[config.mk]
export PLATFORM = sky130hd
export DESIGN_NAME = uart_rx_param
export DESIGN_NICKNAME = d
export VERILOG_FILES = /design/src/rtl/uart_pkg.sv /design/src/rtl/uart_bit_sampler.sv /design/src/rtl/uart_rx_param.sv
export SDC_FILE = /design/constraint.sdc
export NUM_CORES = 1
export LEC_CHECK = 0
export ABC_CLOCK_PERIOD_IN_PS = 3600
export BUFFER_PORTS_ARGS = -buffer_cell sky130_fd_sc_hd__buf_2
export CORE_ASPECT_RATIO = 0.5
export CORE_UTILIZATION = 38
export CTS_CLUSTER_DIAMETER = 60
export DETAILED_ROUTE_END_ITERATION = 8
export GPL_TIMING_DRIVEN = 0
export HOLD_SLACK_MARGIN = 0.02
export PLACE_DENSITY_LB_ADDON = 0.08
export RECOVER_POWER = 25
export SYNTH_ARGS = -nofsm -noshare
export SYNTH_HDL_FRONTEND = slang
export SYNTH_SLANG_ARGS = --single-unit
[constraint.sdc]
create_clock -name i_Clock -period 3.6 [get_ports i_Clock]
set_clock_uncertainty 0.15 [all_clocks]
set_input_delay 0.54 -clock i_Clock [delete_from_list [all_inputs] [get_ports i_Clock]]
set_output_delay 0.54 -clock i_Clock [all_outputs]
set_load 0.01 [all_outputs]
[src/rtl/uart_pkg.sv]
// uart_pkg: shared receiver types, parity mode encodings and timing limits
package uart_pkg;
    typedef enum logic [2:0] {IDLE, START, DATA, PARITY, STOP} state_t;
    localparam logic [1:0] PAR_NONE = 2'b00;
    localparam logic [1:0] PAR_EVEN = 2'b01;
    localparam logic [1:0] PAR_ODD  = 2'b10;
    localparam int MIN_CPB = 4;
    function automatic logic maj3(input logic a, input logic b, input logic c);
        return (a & b) | (a & c) | (b & c);
    endfunction
endpackage

[src/rtl/uart_bit_sampler.sv]
// uart_bit_sampler: input synchroniser, per-bit counter and 3-sample majority vote
// Ports: i_Clock/i_Reset; rx_serial raw line; hold keeps the counter at 0 (idle);
// cpb clamped clocks per bit; line synchronised level; bit_done strobes at the
// decision point with bit_value; bit_end strobes on the last cycle of a bit.
module uart_bit_sampler
    import uart_pkg::*;
#(
    parameter int CNT_W       = 16,
    parameter int SYNC_STAGES = 2
) (
    input  logic             i_Clock,
    input  logic             i_Reset,
    input  logic             rx_serial,
    input  logic             hold,
    input  logic [CNT_W-1:0] cpb,
    output logic             line,
    output logic             bit_done,
    output logic             bit_value,
    output logic             bit_end
);
    localparam logic [CNT_W-1:0] ONE = CNT_W'(1);
    logic [SYNC_STAGES-1:0] sync;
    logic [CNT_W-1:0] cnt, half;
    logic s0, s1;
    assign half      = (cpb - ONE) >> 1;
    assign line      = sync[SYNC_STAGES-1];
    assign bit_done  = !hold && cnt == half + ONE;
    assign bit_end   = !hold && cnt == cpb - ONE;
    assign bit_value = maj3(s0, s1, line);
    always_ff @(posedge i_Clock or posedge i_Reset) begin
        if (i_Reset) begin
            sync <= '1;
            cnt  <= '0;
            s0   <= 1'b1;
            s1   <= 1'b1;
        end else begin
            sync <= {sync[SYNC_STAGES-2:0], rx_serial};
            cnt  <= (hold || bit_end) ? '0 : cnt + ONE;
            if (cnt == half - ONE) s0 <= line;
            if (cnt == half) s1 <= line;
        end
    end
endmodule

[src/rtl/uart_rx_param.sv]
// uart_rx_param: parametrised UART receiver with parity, stop checks and a valid/ready holding register
// Ports: i_Clock/i_Reset; i_Rx_Serial line; i_Clks_Per_Bit, i_Parity_Mode, i_Two_Stop
// configuration latched at frame start; i_Rx_Ready/o_Rx_Valid handshake with
// o_Rx_Data, o_Parity_Err, o_Frame_Err; o_Break/o_Overrun pulses; o_Busy not idle.
module uart_rx_param
    import uart_pkg::*;
#(
    parameter int DATA_BITS   = 8,
    parameter int CNT_W       = 16,
    parameter int SYNC_STAGES = 2
) (
    input  logic                 i_Clock,
    input  logic                 i_Reset,
    input  logic                 i_Rx_Serial,
    input  logic [CNT_W-1:0]     i_Clks_Per_Bit,
    input  logic [1:0]           i_Parity_Mode,
    input  logic                 i_Two_Stop,
    input  logic                 i_Rx_Ready,
    output logic                 o_Rx_Valid,
    output logic [DATA_BITS-1:0] o_Rx_Data,
    output logic                 o_Parity_Err,
    output logic                 o_Frame_Err,
    output logic                 o_Break,
    output logic                 o_Overrun,
    output logic                 o_Busy
);
    state_t state, next_state;
    logic line, bit_done, bit_value, bit_end;
    logic [CNT_W-1:0] cpb_q, cpb_in;
    logic [1:0] par_q;
    logic two_q, par_bad, par_bit, frm_q;
    logic [3:0] idx;
    logic [DATA_BITS-1:0] shreg;
    logic par_en, last_data, last_stop, start_frame, complete, frm_final, brk_final, load;
    assign cpb_in    = i_Clks_Per_Bit < CNT_W'(MIN_CPB) ? CNT_W'(MIN_CPB) : i_Clks_Per_Bit;
    assign par_en    = par_q == PAR_EVEN || par_q == PAR_ODD;
    assign last_data = idx == 4'(DATA_BITS - 1);
    assign last_stop = !two_q || idx == 4'd1;
    // Completion happens while the last stop bit is being decided, so its vote is folded in here.
    assign frm_final = frm_q | !bit_value;
    // On the second stop bit, frm_q can only have been set by the first stop bit.
    assign brk_final = shreg == '0 && !par_bit && (idx == 4'd0 ? !bit_value : frm_q);
    assign load      = complete && (!o_Rx_Valid || i_Rx_Ready);
    uart_bit_sampler #(.CNT_W(CNT_W), .SYNC_STAGES(SYNC_STAGES)) u_sampler (
        .i_Clock   (i_Clock),
        .i_Reset   (i_Reset),
        .rx_serial (i_Rx_Serial),
        .hold      (state == IDLE),
        .cpb       (cpb_q),
        .line      (line),
        .bit_done  (bit_done),
        .bit_value (bit_value),
        .bit_end   (bit_end)
    );
    always_ff @(posedge i_Clock or posedge i_Reset) begin
        if (i_Reset) state <= IDLE;
        else state <= next_state;
    end
    always_comb begin
        next_state = state;
        case (state)
            IDLE:    if (!line) next_state = START;
            START:   if (bit_done && bit_value) next_state = IDLE;
                     else if (bit_end) next_state = DATA;
            DATA:    if (bit_end && last_data) next_state = par_en ? PARITY : STOP;
            PARITY:  if (bit_end) next_state = STOP;
            STOP:    if (bit_done && last_stop) next_state = IDLE;
            default: next_state = IDLE;
        endcase
    end
    always_comb begin
        o_Busy      = state != IDLE;
        start_frame = state == IDLE && !line;
        complete    = state == STOP && bit_done && last_stop;
    end
    always_ff @(posedge i_Clock or posedge i_Reset) begin
        if (i_Reset) begin
            cpb_q   <= CNT_W'(MIN_CPB);
            par_q   <= PAR_NONE;
            two_q   <= 1'b0;
            par_bad <= 1'b0;
            par_bit <= 1'b0;
            frm_q   <= 1'b0;
            idx     <= '0;
            shreg   <= '0;
        end else begin
            if (start_frame) begin
                cpb_q   <= cpb_in;
                par_q   <= i_Parity_Mode;
                two_q   <= i_Two_Stop;
                par_bad <= 1'b0;
                par_bit <= 1'b0;
                frm_q   <= 1'b0;
                idx     <= '0;
            end
            if (bit_end) idx <= next_state != state ? '0 : idx + 4'd1;
            if (state == DATA && bit_done) shreg <= {bit_value, shreg[DATA_BITS-1:1]};
            if (state == PARITY && bit_done) begin
                par_bit <= bit_value;
                par_bad <= ^shreg ^ bit_value ^ (par_q == PAR_ODD);
            end
            if (state == STOP && bit_done && !bit_value) frm_q <= 1'b1;
        end
    end
    always_ff @(posedge i_Clock or posedge i_Reset) begin
        if (i_Reset) begin
            o_Rx_Valid   <= 1'b0;
            o_Rx_Data    <= '0;
            o_Parity_Err <= 1'b0;
            o_Frame_Err  <= 1'b0;
            o_Break      <= 1'b0;
            o_Overrun    <= 1'b0;
        end else begin
            o_Overrun <= complete && !load;
            o_Break   <= complete && brk_final;
            if (load) begin
                o_Rx_Valid   <= 1'b1;
                o_Rx_Data    <= shreg;
                o_Parity_Err <= par_bad;
                o_Frame_Err  <= frm_final;
            end else if (o_Rx_Valid && i_Rx_Ready) begin
                o_Rx_Valid <= 1'b0;
            end
        end
    end
endmodule

-- After elaboration in Yosys (flattened, before gate mapping)
Index checks and enable logic that the tools add are counted.
- multiplexer cells: 20
- reduce and logical (&&, ||, !) cells: 37
- bitwise operators: 8
- add/subtract/negate cells: 5
- equality and inequality tests: 13
- magnitude comparators: 1
- operator list (kind ; count):
    16-bit == test ; 3
    16-bit 2-to-1 mux ; 2
    3-bit 2-to-1 mux ; 7
    1-bit logical AND ; 17
    15-bit by 1-bit adder with 16-bit output, second input constant ; 1
    16-bit by 1-bit adder with 16-bit output, second input constant ; 1
    16-bit by 15-bit == test with 1-bit output ; 1
    16-bit by 3-bit less-than comparator with 1-bit output, second input constant ; 1
    15-bit by 1-bit subtractor with 16-bit output, second input constant ; 1
    16-bit by 1-bit subtractor with 16-bit output, second input constant ; 1
    3-bit case mux with 5 select lines ; 1
    4-bit 2-to-1 mux ; 3
    8-bit logical NOT ; 1
    2-bit nonzero test ; 4
    8-bit parity ; 1
    1-bit logical NOT ; 7
    1-bit 2-to-1 mux ; 7
    3-bit by 2-bit == test with 1-bit output, second input constant ; 2
    4-bit by 1-bit adder with 4-bit output, second input constant ; 1
    4-bit by 1-bit == test with 1-bit output, second input constant ; 1
    4-bit by 3-bit == test with 1-bit output, second input constant ; 1
    4-bit logical NOT ; 1
    1-bit logical OR ; 4
    1-bit bitwise AND ; 3
    9 further kinds ; 12
- output and inout bits: 14
- bits in registers: 70
- input bits: 23
- logic and storage cells: 103

-- Longest topological paths before layout
- word-level depth: 10
- mapped depth: 17
- mapped depth without buffers: 13

-- By module
From an unflattened synthesis, not the netlist that was laid out.
- cell total of the unflattened synthesis: 584
- area total of the unflattened synthesis: 5113.7 µm²
- modules (own cells, without submodules) (module ; sequential area each (µm²) ; instances ; area an instance (µm²) ; cells each):
    uart_bit_sampler ; 505.5 ; 1 ; 2822.7 ; 355
    uart_rx_param ; 1252.5 ; 1 ; 2290.9 ; 229

-- Worst setup path before layout
Ideal clock, no wire load.
- path kind: reg-to-reg
- from: register cpb_q[8]
- to: register shreg[7]
- setup time: 125 ps
- period minus slack after synthesis: 3937 ps
- buffers on the path: 4
- data arrival time: 3662 ps
- path slack: -337 ps
- stages on the path, launching flop included: 14
- data required time: 3325 ps
- cells stage by stage: dfrtp_1 buf_6 or4_4 or4_1 clkbuf_2 or3_4 a22oi_2 a2111oi_1 or4_1 and4_1 buf_6 nand4b_4 buf_12 mux2_4
- longest elaborated chain between the ends: 5
- RTL lines (what ; RTL line ; RTL):
    start: declaration ; uart_rx_param.sv:29 ; logic [CNT_W-1:0] cpb_q, cpb_in;
    start signal: assignment ; uart_rx_param.sv:78 ; cpb_q <= CNT_W'(MIN_CPB);
    start signal: assignment ; uart_rx_param.sv:88 ; cpb_q <= cpb_in;
    16-bit by 1-bit subtractor with 16-bit output ; uart_bit_sampler.sv:25 ; assign half = (cpb - ONE) >> 1;
    15-bit by 1-bit adder with 16-bit output ; uart_bit_sampler.sv:27 ; assign bit_done = !hold && cnt == half + ONE;
    16-bit == test ; uart_bit_sampler.sv:27 ;
    1-bit logical AND ; uart_bit_sampler.sv:27 ;
    1-bit logical AND ; uart_rx_param.sv:97 ; if (state == DATA && bit_done) shreg <= {bit_value, shreg[DATA_BITS-1:1]};
    end signal: assignment ; uart_rx_param.sv:97 ;
    end: declaration ; uart_rx_param.sv:33 ; logic [DATA_BITS-1:0] shreg;
Every way passes these cells.
A chain may end at the register's enable or synchronous reset.

-- Worst setup path in the final report
Ends and elaborated chain as after synthesis.

==> flow_summary.yaml <==
worst_setup_path:
  worst_r2r_path_depth: 11
  start_kind: "flop"
  cp.required_ns: 3.67
  crit_fanout: 7
  cp.arrival_ns: 3.91
  end_kind: "flop"
  critical_path_class: "reg -> reg"
die:
  initial_core_util_pct: 39.6
  die_y_um: 86.9
  dieArea_mm2: 0.0149
  ios: 37
  fp.dieW_um: 172
  core_area_mm2: 0.0138
  row_count: 30
timing:
  timing.hold.ws_ns: 0.147
  fin_ws_ns: -0.243
  finalMaxSlewViolations: 0
  period_needed_ns: 3.84
  final-setup-viol-count: 31
  hold_violations: 0
  period_share_pct: 107
  rsz0062_at_grt: "true"
  worst_pin_slew_ns: 1.21
  slew_headroom_pct: 19.4
  tns_ns: -5.32
  max_freq_mhz: 260
place:
  dpl.hpwl_um: 11200
  port_buffers: 36
  routabilityCongestion: 0.962
yosys:
  syn_nets: 669
  netlist.area_leader.share_pct: 29.7
  ys.flop_type: "dfrtp_1"
  syn_area_per_cell_um2: 8.63
  postSynthCellCount: 634
  synthesis.area_mm2: 0.00547
  yosysWarningCount: 0
  ys_async_sr_fraction_pct: 100
  yosysUniqueCellTypes: 72
  seq_area_frac_synth_pct: 32.1
  synth.ff_latch_count: 70
  yosysTopAreaCell: "dfrtp_1"
  synthTopCellsByArea: "dfrtp_1 (30%), xnor2_1 (7.8%), nand2_1 (5.5%)"
  synth.most_common_cell: "nand2_1"
  synth_edf_count: 0
  yosys-top-cells-count: "nand2_1 (80), dfrtp_1 (65), xnor2_1 (49), nor2_1 (48), nand3_1 (30)"
clock_tree:
  clock_latency_ns: 0.34
  cts_num_sinks: 70
  tritoncts: "yes"
  clk_pin_slew_ns: 0.06
  clockBufferDepth: 2
  cts-root-buf: "clkbuf_16"
  numCtsBuffers: 9
  htreeDepth: 3
layout:
  regArea_mm2: 0.00177
  fin_nets: 753
  areaGrowthSynthToFinish_pct: 32.0
  drive_gt1_share_pct: 31.3
  fill_cells: 1336
  multi_input_area_mm2: 0.00410
  diodes: 0
route:
  drt-total-wl_um: 15400
  antenna_left: 0
  vias_per_cell: 5.43
  drtIter0Drc: 345
  drcViolationCount: 0
  routedWlPerCell_um: 16.9
  num_vias: 4966
  firstDrtPassIters: 5
global_route:
  grt_use_met3_pct: 3.59
  first_global_vias: 4551
  grt_use_met1_pct: 32.7
  grt-ovfl-total: 0
  grt_first_pass_wirelength_um: 24700
  grt.busiest_layer: "met1"
  grt_usage_pct: 21.9
  use_met2_pct: 32.2
  grt_max_degree: 47
  antenna_found_initial: 1
hold_path:
  min_path_cells: 1
  hp-class: "in -> reg"
power:
  p_per_area_mw_per_mm2: 343
  irDropWorstVdd_mv: 0.214
  p_leak_nw: 3.08
  power_w: 0.00248
status:
  status: "finished, violations left"
  violations: "negative setup slack"
run:
  max_cap_viol_count: 0
routing by layer:
| metal | part of all wire, % | vias up | routed length [um] |
|---|---|---|---|
| li1 | - | 2406 | - |
| met1 | 51 | 2433 | 7850 |
| met2 | 44 | 107 | 6750 |
| met3 | 4.2 | 20 | 647 |
| met4 | 1.3 | 0 | 193 |
| met5 | 0 | - | 0 |
through the flow:
step                cells  setup WS (ns)  area [um^2]  util [%]
floorplan             634         -0.215         5590         -
global placement      862          -1.01         6010      43.5
detailed placement    863         -0.983         6040      43.8
CTS                   907         -0.332         6890      49.9
global route          915         -0.311         7220      52.3
finish                915         -0.243         7220      52.3
critical path, stage by stage (launching register included):
cell	delay (ns)
dfrtp_1	0.37
buf_6	0.11
or4_4	0.53
or4_4	0.55
or3_4	0.35
a22oi_2	0.20
a2111oi_2	0.10
or4_1	0.50
and4_1	0.25
buf_6	0.15
nand4b_4	0.15
mux2_4	0.31
sequential cells by signal (all words and copies together), names as in the netlist, 2 cells and up:
name / flops
cpb_q: 16
u_sampler.cnt: 16
o_Rx_Data: 8
shreg: 8
idx: 4
state: 3
par_q: 2
u_sampler.sync: 2
cell families after synthesis:
logic type,share of synthesized area (%)
simple gates,28.1
compound gates,11.3
xor+xnor,14.8
flops,32.1
buf+inv,5.26
mux,5.56
fa+ha+maj,2.93
final timing paths:
path	from	end	slack, ns
hold reg to reg	u_sampler.sync[0]	u_sampler.sync[1]	0.21
setup reg to reg	cpb_q[8]	shreg[7]	-0.24
min in group asynchronous	i_Reset	shreg[1]	0.24
setup / recovery	cpb_q[8]	shreg[7]	-0.24
hold / removal	i_Rx_Serial	u_sampler.sync[0]	0.15
max in group asynchronous	i_Reset	cpb_q[0]	1.31
repair_timing:
action,in CTS,in global routing
cloned,1,0
setup buffers,34,11
hold buffers,0,0
pin swaps,24,33
setup endpoints to repair,49,49
gates resized for setup,71,66
cells in the final DEF (no fill, tap or decap), types with 7 or more instances in the layout:
cell and n:
nand4_1 10, dfrtp_1 59, mux2_4 15, ha_1 11, nor3_1 13, nand2_1 79
xnor2_1 41, mux2i_1 12, clkbuf_1 21, nand3_1 29, nor2b_1 7, or3_1 7
nand2b_1 7, nor2_1 42, a21oi_1 10, and2_1 7, xor2_1 18, and3_1 12
buf_6 11, or3_4 9, inv_1 21, buf_4 36, clkbuf_16 9, o21ai_0 17
buf_2 38
power breakdown:
group / switching (W) / total, W / leakage (nW) / internal, W
combinational: 0.000417 / 0.000721 / 2.05 / 0.000304
sequential: 0.0000312 / 0.000866 / 0.897 / 0.000835
clock: 0.000352 / 0.000890 / 0.140 / 0.000538
area by class of cell:
| class | instances | area share, % |
|---|---|---|
| Multi-Input combinational cell | 499 | 56.7 |
| Sequential cell | 70 | 24.4 |
| Timing Repair Buffer | 82 | 7.95 |
| Tap cell | 192 | 3.33 |
| Clock buffer | 11 | 3.22 |
| Buffer | 32 | 2.20 |
| Inverter | 24 | 1.33 |
| Clock inverter | 5 | 0.831 |
Note: power is estimated with default switching activity, not from simulation.
